--- src/rtl/up_dn_counter_lim_pkg.sv ---
// Shared definitions for the limited up/down counter: mode encoding and a
// helper that clamps a value into an inclusive range.
package up_dn_counter_lim_pkg;

    localparam logic WRAP_MODE = 1'b1;
    localparam logic SAT_MODE  = 1'b0;

    // Operands are widened to 32 bits so one function serves any WIDTH <= 32.
    function automatic logic [31:0] clamp(input logic [31:0] value,
                                          input logic [31:0] lo,
                                          input logic [31:0] hi);
        if (value < lo)
            return lo;
        else if (value > hi)
            return hi;
        else
            return value;
    endfunction

endpackage

--- src/rtl/up_dn_limit_chk.sv ---
// Combinational step/limit evaluation: next count value plus overflow,
// underflow and out-of-range indications, computed in WIDTH+1 bits.
module up_dn_limit_chk #(
    parameter int WIDTH = 5
) (
    input  logic [WIDTH-1:0] i_cnt,
    input  logic [WIDTH-1:0] i_step,
    input  logic [WIDTH-1:0] i_min,
    input  logic [WIDTH-1:0] i_max,
    input  logic             i_up,
    output logic [WIDTH-1:0] o_next,
    output logic             o_over,
    output logic             o_under,
    output logic             o_out_of_range
);

    logic [WIDTH:0] w_sum;
    logic [WIDTH:0] w_diff;

    assign w_sum  = {1'b0, i_cnt} + {1'b0, i_step};
    assign w_diff = {1'b0, i_cnt} - {1'b0, i_step};

    assign o_next  = i_up ? w_sum[WIDTH-1:0] : w_diff[WIDTH-1:0];
    assign o_over  = i_up && (w_sum > {1'b0, i_max});
    // A borrow out of the extended subtraction means the result went negative.
    assign o_under = !i_up && (w_diff[WIDTH] || (w_diff[WIDTH-1:0] < i_min));
    assign o_out_of_range = (i_cnt < i_min) || (i_cnt > i_max);

endmodule

--- src/rtl/up_dn_counter_lim.sv ---
// Up/down counter with programmable limits, step and saturate/wrap mode.
// Optional wrap-event counter output enabled by defining UP_DN_WRAP_CNT_EN.
module up_dn_counter_lim
    import up_dn_counter_lim_pkg::*;
#(
    parameter int               WIDTH      = 5,
    parameter logic [WIDTH-1:0] RESET_VAL  = '0,
    parameter int               WRAP_CNT_W = 8
) (
    input  logic             CLK,
    input  logic             RST,
    input  logic             EN,
    input  logic             LOAD,
    input  logic [WIDTH-1:0] IN,
    input  logic             UP,
    input  logic             DOWN,
    input  logic [WIDTH-1:0] STEP,
    input  logic [WIDTH-1:0] MIN_LIM,
    input  logic [WIDTH-1:0] MAX_LIM,
    input  logic             WRAP,
`ifdef UP_DN_WRAP_CNT_EN
    output logic [WRAP_CNT_W-1:0] WRAP_CNT,
`endif
    output logic [WIDTH-1:0] COUNTER,
    output logic             LOW,
    output logic             HIGH,
    output logic             TC,
    output logic             LIM_ERR
);

    logic [WIDTH-1:0] r_counter;
    logic             r_tc;
    logic [WIDTH-1:0] w_cnt_next;
    logic             w_tc_next;
    logic             w_wrap_evt;
    logic             w_lim_err;
    logic             w_dir_up;
    logic [WIDTH-1:0] w_step_val;
    logic             w_over;
    logic             w_under;
    logic             w_oor;
    logic [WIDTH-1:0] w_load_val;
    logic [WIDTH-1:0] w_target;

    assign w_lim_err  = MIN_LIM > MAX_LIM;
    assign w_dir_up   = !DOWN;
    assign w_load_val = WIDTH'(clamp(32'(IN), 32'(MIN_LIM), 32'(MAX_LIM)));

    up_dn_limit_chk #(.WIDTH(WIDTH)) u_chk (
        .i_cnt          (r_counter),
        .i_step         (STEP),
        .i_min          (MIN_LIM),
        .i_max          (MAX_LIM),
        .i_up           (w_dir_up),
        .o_next         (w_step_val),
        .o_over         (w_over),
        .o_under        (w_under),
        .o_out_of_range (w_oor)
    );

    always_comb begin
        w_cnt_next = r_counter;
        w_tc_next  = 1'b0;
        w_wrap_evt = 1'b0;
        w_target   = w_dir_up ? MAX_LIM : MIN_LIM;
        if (w_lim_err) begin
            w_cnt_next = r_counter;
        end else if (LOAD) begin
            w_cnt_next = w_load_val;
        end else if (EN && (UP || DOWN) && (STEP != '0)) begin
            if (w_oor) begin
                w_cnt_next = w_dir_up ? MIN_LIM : MAX_LIM;
            end else if (w_over || w_under) begin
                if (WRAP == WRAP_MODE) begin
                    w_cnt_next = w_dir_up ? MIN_LIM : MAX_LIM;
                    w_tc_next  = 1'b1;
                    w_wrap_evt = 1'b1;
                end else begin
                    // Pulse only on arrival at the limit, not while parked there.
                    w_cnt_next = w_target;
                    w_tc_next  = (r_counter != w_target);
                end
            end else begin
                w_cnt_next = w_step_val;
            end
        end
    end

    always_ff @(posedge CLK or negedge RST) begin
        if (!RST) begin
            r_counter <= RESET_VAL;
            r_tc      <= 1'b0;
        end else begin
            r_counter <= w_cnt_next;
            r_tc      <= w_tc_next;
        end
    end

`ifdef UP_DN_WRAP_CNT_EN
    logic [WRAP_CNT_W-1:0] r_wrap_cnt;

    always_ff @(posedge CLK or negedge RST) begin
        if (!RST) begin
            r_wrap_cnt <= '0;
        end else if (!w_lim_err && LOAD) begin
            r_wrap_cnt <= '0;
        end else if (w_wrap_evt && (r_wrap_cnt != '1)) begin
            r_wrap_cnt <= r_wrap_cnt + 1'b1;
        end
    end

    assign WRAP_CNT = r_wrap_cnt;
`else
    logic w_unused;
    assign w_unused = w_wrap_evt;
`endif

    assign COUNTER = r_counter;
    assign TC      = r_tc;
    assign LOW     = (r_counter == MIN_LIM);
    assign HIGH    = (r_counter == MAX_LIM);
    assign LIM_ERR = w_lim_err;

endmodule

--- config.mk ---
export PLATFORM = sky130hd
export DESIGN_NAME = up_dn_counter_lim
export DESIGN_NICKNAME = d
export VERILOG_FILES = /design/src/rtl/up_dn_counter_lim_pkg.sv /design/src/rtl/up_dn_limit_chk.sv /design/src/rtl/up_dn_counter_lim.sv
export SDC_FILE = /design/constraint.sdc
export NUM_CORES = 1
export LEC_CHECK = 0
export ABC_CLOCK_PERIOD_IN_PS = 4000
export BUFFER_PORTS_ARGS = -buffer_cell sky130_fd_sc_hd__buf_2
export CORE_MARGIN = 3
export CORE_UTILIZATION = 35
export DETAILED_ROUTE_END_ITERATION = 16
export PLACE_DENSITY = 0.63
export SLEW_MARGIN = 20
export SYNTH_ARGS = -nofsm -noshare
export SYNTH_HDL_FRONTEND = slang
export SYNTH_SLANG_ARGS = --single-unit
--- constraint.sdc ---
create_clock -name CLK -period 4 [get_ports CLK]
set_input_delay 0.2 -clock CLK [delete_from_list [all_inputs] [get_ports CLK]]
set_output_delay 0.2 -clock CLK [all_outputs]
set_load 0.05 [all_outputs]
==> results of run 1 <==
## power breakdown
| group | internal, uW | switching (uW) | leakage, uW |
|---|---|---|---|
| Sequential | 82.5 | 37.1 | 0.0000701 |
| Combinational | 392 | 559 | 0.00101 |
| Clock | 65.0 | 30.2 | 0.0000216 |
| Total | 539 | 626 | 0.00110 |
## through the flow
stage | area, um2 | worst slack [ns] | power [uW] | utilization, %
after floorplan | 1930 | 0.820 | 843 | -
after global placement | 2180 | 0.611 | 1050 | 41.6
after detailed placement | 2180 | 0.544 | 1060 | 41.6
after CTS | 2230 | 0.533 | 1170 | 42.6
after global routing | 2230 | 0.219 | 1300 | 42.6
final | 2230 | 0.524 | 1170 | 42.6
## Yosys cell counts, types with 4 or more instances
cell	instances	area [um2]
a211oi_1	14	105
a21oi_1	18	90.1
dfrtp_1	6	150
ha_1	43	538
inv_1	25	93.8
mux2i_1	17	170
nand2_1	4	15.0
nand2b_1	5	31.3
nor2_1	19	71.3
nor3b_1	4	30.0
o21ai_0	8	40.0
xnor2_1	10	87.6
xor2_1	4	35.0
## sequential cells by signal, indices dropped and copies added (netlist names)
name	flops
TC	1
COUNTER	5
## worst max path at each step
stage,start,to,slack [ns],cells past startpoint
2_1_floorplan,COUNTER[0],COUNTER[3],0.82,14
3_3_place_gp,COUNTER[2],COUNTER[2],0.61,11
4_1_cts,COUNTER[0],COUNTER[2],0.53,13
3_5_place_dp,COUNTER[0],COUNTER[2],0.54,13
6_report,COUNTER[0],COUNTER[2],0.52,13
5_1_grt,COUNTER[0],COUNTER[2],0.22,13
## final cells by class
class                           count  area, um2  area share (%)
Multi-Input combinational cell    198       1660            74.3
Tap cell                           70       87.6            3.93
Timing Repair Buffer               38        200            8.98
Sequential cell                     6        150            6.73
Clock buffer                        3       41.3            1.85
Inverter                           25       93.8            4.21
## routing by layer
layer  share of wire [%]  GRT usage (%)  up-vias  routed length, um
met5                   0              0        -                  0
met4                0.18           4.05        0                 10
met3                 8.1           4.93        2                457
met2                  43           28.3       67               2450
met1                  49           25.3      855               2760
li1                    -              -      954                  -
## cell families after synthesis
family / after synthesis / share of synthesized area [%]
flops: 6 / 7.76
xor+xnor: 14 / 6.34
buf+inv: 30 / 6.60
mux: 17 / 8.80
simple gates: 53 / 15.1
fa+ha+maj: 45 / 29.9
compound gates: 69 / 25.6
## critical path, stage by stage, from the launching register on
cell	delay, ns
dfrtp_1	0.40
inv_1	0.16
ha_1	0.20
inv_1	0.05
fa_1	0.39
a21o_1	0.18
a21oi_1	0.17
xnor2_1	0.09
ha_1	0.30
nand2_1	0.06
o21a_1	0.16
o22ai_1	0.53
o311ai_0	0.26
o32a_1	0.39
==> Flow_metrics.wiki, run 1 <==
{| class="wikitable"
! Metric !! Value
|-
| Pin count of the biggest net entering global routing || 21
|-
| Kind of end point of the critical path || flip-flop
|-
| Overflow left after global routing || 0
|-
| Share of layout cells above drive strength 1 || around 17%
|-
| Warnings from Yosys || 0
|-
| Total of endpoints with negative setup slack in the final report || 0
|-
| Crit Path Class || reg2reg
|-
| Clock tree from TritonCTS || built
|-
| Critical register-to-register path startpoint || COUNTER[0]
|-
| Number of global-route vias before repair || 1824
|-
| DRC marker count from the first detailed-route iteration || 80
|-
| Num CTS Buffers || 3
|-
| Critical-path maximum fanout || 11
|-
| Placeable Area || 5240 um2
|-
| First-pass GRT wire length || 9200 um
|-
| Number of maximum-capacitance violations || 0
|-
| Count of flip-flops with a built-in enable after synthesis || 0
|-
| # hold bufs at CTS || 1
|-
| Layout overhead on the synthesized area || 15.3%
|-
| Std-Cell Rows || 26
|-
| Final total negative setup slack || 0 ns
|-
| Mean area per synthesized cell || between 8 and 9 um2
|-
| Endpoint of the lowest-slack register-to-register path || COUNTER[2]
|-
| Effective utilization at floorplan || between 30% and 40%
|-
| Filler Cell Count || approximately 550
|-
| Maximum clock frequency || roughly 290 MHz
|-
| Detailed placement HPWL || 4670 um
|-
| Result of the run || completed
|-
| Number of vias per cell after detailed routing || between 5 and 6
|-
| Overall routing resource usage || between 10% and 20%
|-
| Skew-Pair Late Insertion Delay || 0.23 ns
|-
| Library cells used by synthesis || 44
|-
| Total power divided by cell area || 523 nW/um2
|-
| Total iterations of the first detailed-routing run || 4
|-
| Number of gates given a new drive strength after cts || 0
|-
| Non-filler cells, final || 340
|-
| Drc violations || 0
|-
| Last weighted congestion value of the routability-driven placer || around 0.88
|-
| Final worst path period need || 3.48 ns
|-
| Dominant synthesized flop cell || dfrtp_1
|-
| Die Outline Area || 6450 um2
|-
| Fraction of the yosys area taken by sequential cells || under 10%
|-
| Deepest level of the CTS H-tree || 1
|-
| Number of hold-slack violations in the final timing report || 0
|-
| Transition time at the pin with the least slew margin || 0.685 ns
|-
| Die Span Y || between 80 and 90 um
|-
| Synthesized instance count || between 200 and 250
|-
| Count of final max-slew check failures || 0
|-
| Net Count, Synth || between 300 and 400
|-
| Final worst path period share || about 87%
|-
| Number of antenna violations at the first check in global routing || 0
|-
| Largest clock skew in the final design || approximately 0.0033 ns
|-
| Arrival time at the worst endpoint || 3.59 ns
|-
| Average wire per standard cell || about 17 um
|-
| IO buf count || 35
|-
| Type of element launching the critical path || flip-flop
|-
| CTS clk-pin slew, worst paths || about 0.040 ns
|-
| Final wirelength || between 5000 and 6000 um
|-
| Flip-flop and latch count after synthesis || 6
|-
| Relative slew slack || between 50% and 60%
|-
| # placed instances || approximately 340
|-
| Post-route antenna net violation count || 0
|-
| Commonest non-fill, non-tap cells in the layout || 43 x ha_1, 35 x buf_2, 25 x inv_1, 19 x nor2_1, 18 x a21oi_1
|-
| Type of the worst min-delay path || in2async
|-
| R2r worst-path depth || 13
|-
| Layout Nets || approximately 340
|-
| Number of buffers on the longest clock path || 2
|-
| Clock tree root buffer cell || clkbuf_8
|-
| Routed vias || 1878
|-
| Worst setup slack for register-to-register paths || 0.52 ns
|-
| Num ports || 36
|-
| Synthesized cell area || slightly below 2000 um2
|-
| Async S/R FF share, synth || 100%
|-
| Most frequent standard cell in the layout excluding fill and tap cells || ha_1
|-
| IR Drop Worst-Case VDD || ~0.32 mV
|-
| Number of antenna repair diodes || 0
|-
| Die width || ~80 um
|-
| Clock sink count || 6
|-
| Final-layout worst hold slack || roughly 0.32 ns
|-
| Unrepaired setup endpoints after global routing || no
|-
| Post-CTS Setup Repair Bufs || 0
|-
| Static leakage || about 0.0011 uW
|-
| Worst Path Required || around 4.1 ns
|}
(Power assumes the default switching activity.)
==> run 2: changes to the inputs <==
--- a/config.mk
+++ b/config.mk
@@ -8,9 +8,9 @@
 export ABC_CLOCK_PERIOD_IN_PS = 4000
 export BUFFER_PORTS_ARGS = -buffer_cell sky130_fd_sc_hd__buf_2
 export CORE_MARGIN = 3
-export CORE_UTILIZATION = 35
+export CORE_UTILIZATION = 57
 export DETAILED_ROUTE_END_ITERATION = 16
-export PLACE_DENSITY = 0.63
+export PLACE_DENSITY = 0.9
 export SLEW_MARGIN = 20
 export SYNTH_ARGS = -nofsm -noshare
 export SYNTH_HDL_FRONTEND = slang
==> run 2 against run 1 <==
  * Worst setup slack gained 0.24 ns
  * Sequential share of layout area grew 0.18 points
  * Power is 1.3% lower
  * Clock-buffer cell count unchanged
  * Sequential power up 12%
  * Final cell count fell by 7.9%
  * Clock skew is essentially flat
  * Clock power is 44% lower
  * Critical endpoint unchanged
  * Largest cell class unchanged
==> Flow_metrics.wiki, run 2 (synthesized netlist as in run 1, its figures left out) <==
{| class="wikitable"
! Metric !! Value
|-
| Result of the run || completed
|-
| Number of vias per cell after detailed routing || 6.36
|-
| Final worst path period need || 3.23 ns
|-
| Overall routing resource usage || between 20% and 30%
|-
| Commonest non-fill, non-tap cells in the layout || 43 x ha_1, 35 x buf_2, 25 x inv_1, 19 x nor2_1, 18 x a21oi_1
|-
| Clock tree root buffer cell || clkbuf_4
|-
| Fraction of power consumed by the clock network || 4.6%
|-
| Final worst path period share || between 80% and 90%
|-
| Detailed placement HPWL || roughly 4500 um
|-
| Count of final max-slew check failures || 0
|-
| Worst Path Required || a little over 4 ns
|-
| Final total negative setup slack || 0 ns
|-
| Die Span Y || between 60 and 70 um
|-
| Type of the worst min-delay path || in2async
|-
| Layout overhead on the synthesized area || 12.2%
|-
| Largest clock skew in the final design || roughly 0.0038 ns
|-
| IR Drop Worst-Case VDD || between 0.3 and 0.4 mV
|-
| Die width || around 64 um
|-
| Critical-path maximum fanout || 11
|-
| Maximum clock frequency || between 300 and 400 MHz
|-
| Num ports || 36
|-
| Effective utilization at floorplan || 61.3%
|-
| Total iterations of the first detailed-routing run || 5
|-
| Final-layout worst hold slack || around 0.33 ns
|-
| Largest register FFs || 5
|-
| Proportion of power drawn by combinational gates || 83.7%
|-
| Critical register-to-register path startpoint || COUNTER[0]
|-
| Total of endpoints with negative setup slack in the final report || 0
|-
| Number of hold-slack violations in the final timing report || 0
|-
| Num CTS Buffers || 3
|-
| Unrepaired setup endpoints after global routing || no
|-
| Post-route antenna net violation count || 0
|-
| Overflow left after global routing || 0
|-
| Share of layout cells above drive strength 1 || between 10% and 20%
|-
| Kind of end point of the critical path || flip-flop
|-
| Deepest level of the CTS H-tree || 1
|-
| Std-Cell Rows || 20
|-
| IO buf count || 35
|-
| Post-CTS Setup Repair Bufs || 0
|-
| Number of gates given a new drive strength after cts || 0
|-
| First-pass GRT wire length || between 9000 and 10000 um
|-
| Sequential share of power || 11.7%
|-
| Switching part of the total power || between 50% and 60%
|-
| CTS clk-pin slew, worst paths || around 0.04 ns
|-
| Last weighted congestion value of the routability-driven placer || approximately 0.92
|-
| Total power divided by cell area || around 530 nW/um2
|-
| DRC marker count from the first detailed-route iteration || roughly 130
|-
| Average wire per standard cell || 17.7 um
|-
| Type of element launching the critical path || flip-flop
|-
| Clock sink count || 6
|-
| Number of maximum-capacitance violations || 0
|-
| Number of buffers on the longest clock path || 2
|-
| Relative slew slack || a little under three fifths
|-
| Static leakage || approximately 0.0011 uW
|-
| Pin count of the biggest net entering global routing || 21
|-
| Placeable Area || around 3200 um2
|-
| Layout Nets || ~340
|-
| Drc violations || 0
|-
| Beginning of the critical path || COUNTER[0]
|-
| Skew-Pair Late Insertion Delay || about 0.24 ns
|-
| Number of antenna violations at the first check in global routing || 0
|-
| Internal Power || ~510 uW
|-
| # hold bufs at CTS || 1
|-
| Die Outline Area || between 4000 and 5000 um2
|-
| Crit Path Class || reg2reg
|-
| Transition time at the pin with the least slew margin || ~0.66 ns
|-
| Number of global-route vias before repair || around 1900
|-
| Net switching component of the power || roughly 640 uW
|-
| Clock tree from TritonCTS || built
|-
| Final wirelength || between 5000 and 6000 um
|-
| Number of antenna repair diodes || 0
|-
| Routed vias || ~2000
|-
| Most frequent standard cell in the layout excluding fill and tap cells || ha_1
|-
| Arrival time at the worst endpoint || about 3.4 ns
|}
[run 2: cell count changes in the layout (fill, tap and decap cells not counted), sizes merged]
cell / change
buf: -1
[run 2: cell type report]
class / count / area (um2)
well taps: 44 / 55.1
flip-flops and latches: 6 / 150
fillers: 280 / 982
inverters: 25 / 93.8
repair buffers: 37 / 193
clock buffers: 3 / 22.5
multi-input cells: 198 / 1660
[run 2: path summary, 6_finish.rpt]
| path | to | slack [ns] | depth (start not counted) |
|---|---|---|---|
| worst max-delay path | COUNTER[2] | 0.77 | 14 |
| worst min-delay path | COUNTER[4] | 0.33 | 2 |
| worst max register to register | COUNTER[2] | 0.77 | 14 |
| worst min register to register | COUNTER[0] | 0.67 | 2 |
| max in group asynchronous | TC | 3.53 | 2 |
| min in group CLK | TC | 0.39 | 4 |
[run 2: through the flow]
stage | cell area (um2) | std cells | power, uW | worst slack [ns] | utilization, %
final | 2170 | 313 | 1150 | 0.765 | 68.8
after global routing | 2170 | 313 | 1260 | 0.577 | 68.8
after CTS | 2170 | 313 | 1130 | 0.781 | 68.8
after detailed placement | 2140 | 309 | 1070 | 0.794 | 67.8
after global placement | 2140 | 309 | 1030 | 0.938 | 67.8
after floorplan | 1930 | 234 | 843 | 0.820 | -
[run 2: power groups by stage]
stage | Clock (uW) | Combinational [uW] | Sequential [uW]
after floorplan | 0 | 650 | 194
after global placement | 0 | 899 | 132
after detailed placement | 0 | 940 | 133
after CTS | 55.3 | 944 | 132
after global routing | 62.4 | 1060 | 136
final | 53.4 | 963 | 134
[run 2: worst max-delay path, stage by stage, from the launching register on]
cell and delay (ns):
dfrtp_1 0.39, inv_1 0.14, ha_1 0.20, inv_1 0.06
fa_1 0.41, a21o_1 0.21, a21oi_1 0.21, xnor2_1 0.10
ha_1 0.30, nand2_1 0.06, o21a_1 0.16, o22ai_1 0.14
buf_4 0.19, o311ai_0 0.14, o32a_1 0.39
[run 2: per-layer routing]
metal  vias up  global-route usage (%)  share of wire [%]
met5         -                       0                  0
met4         0                    7.39                1.7
met3         8                    3.34                8.3
met2        95                    47.2                 48
met1       934                    35.9                 42
li1        955                       -                  -
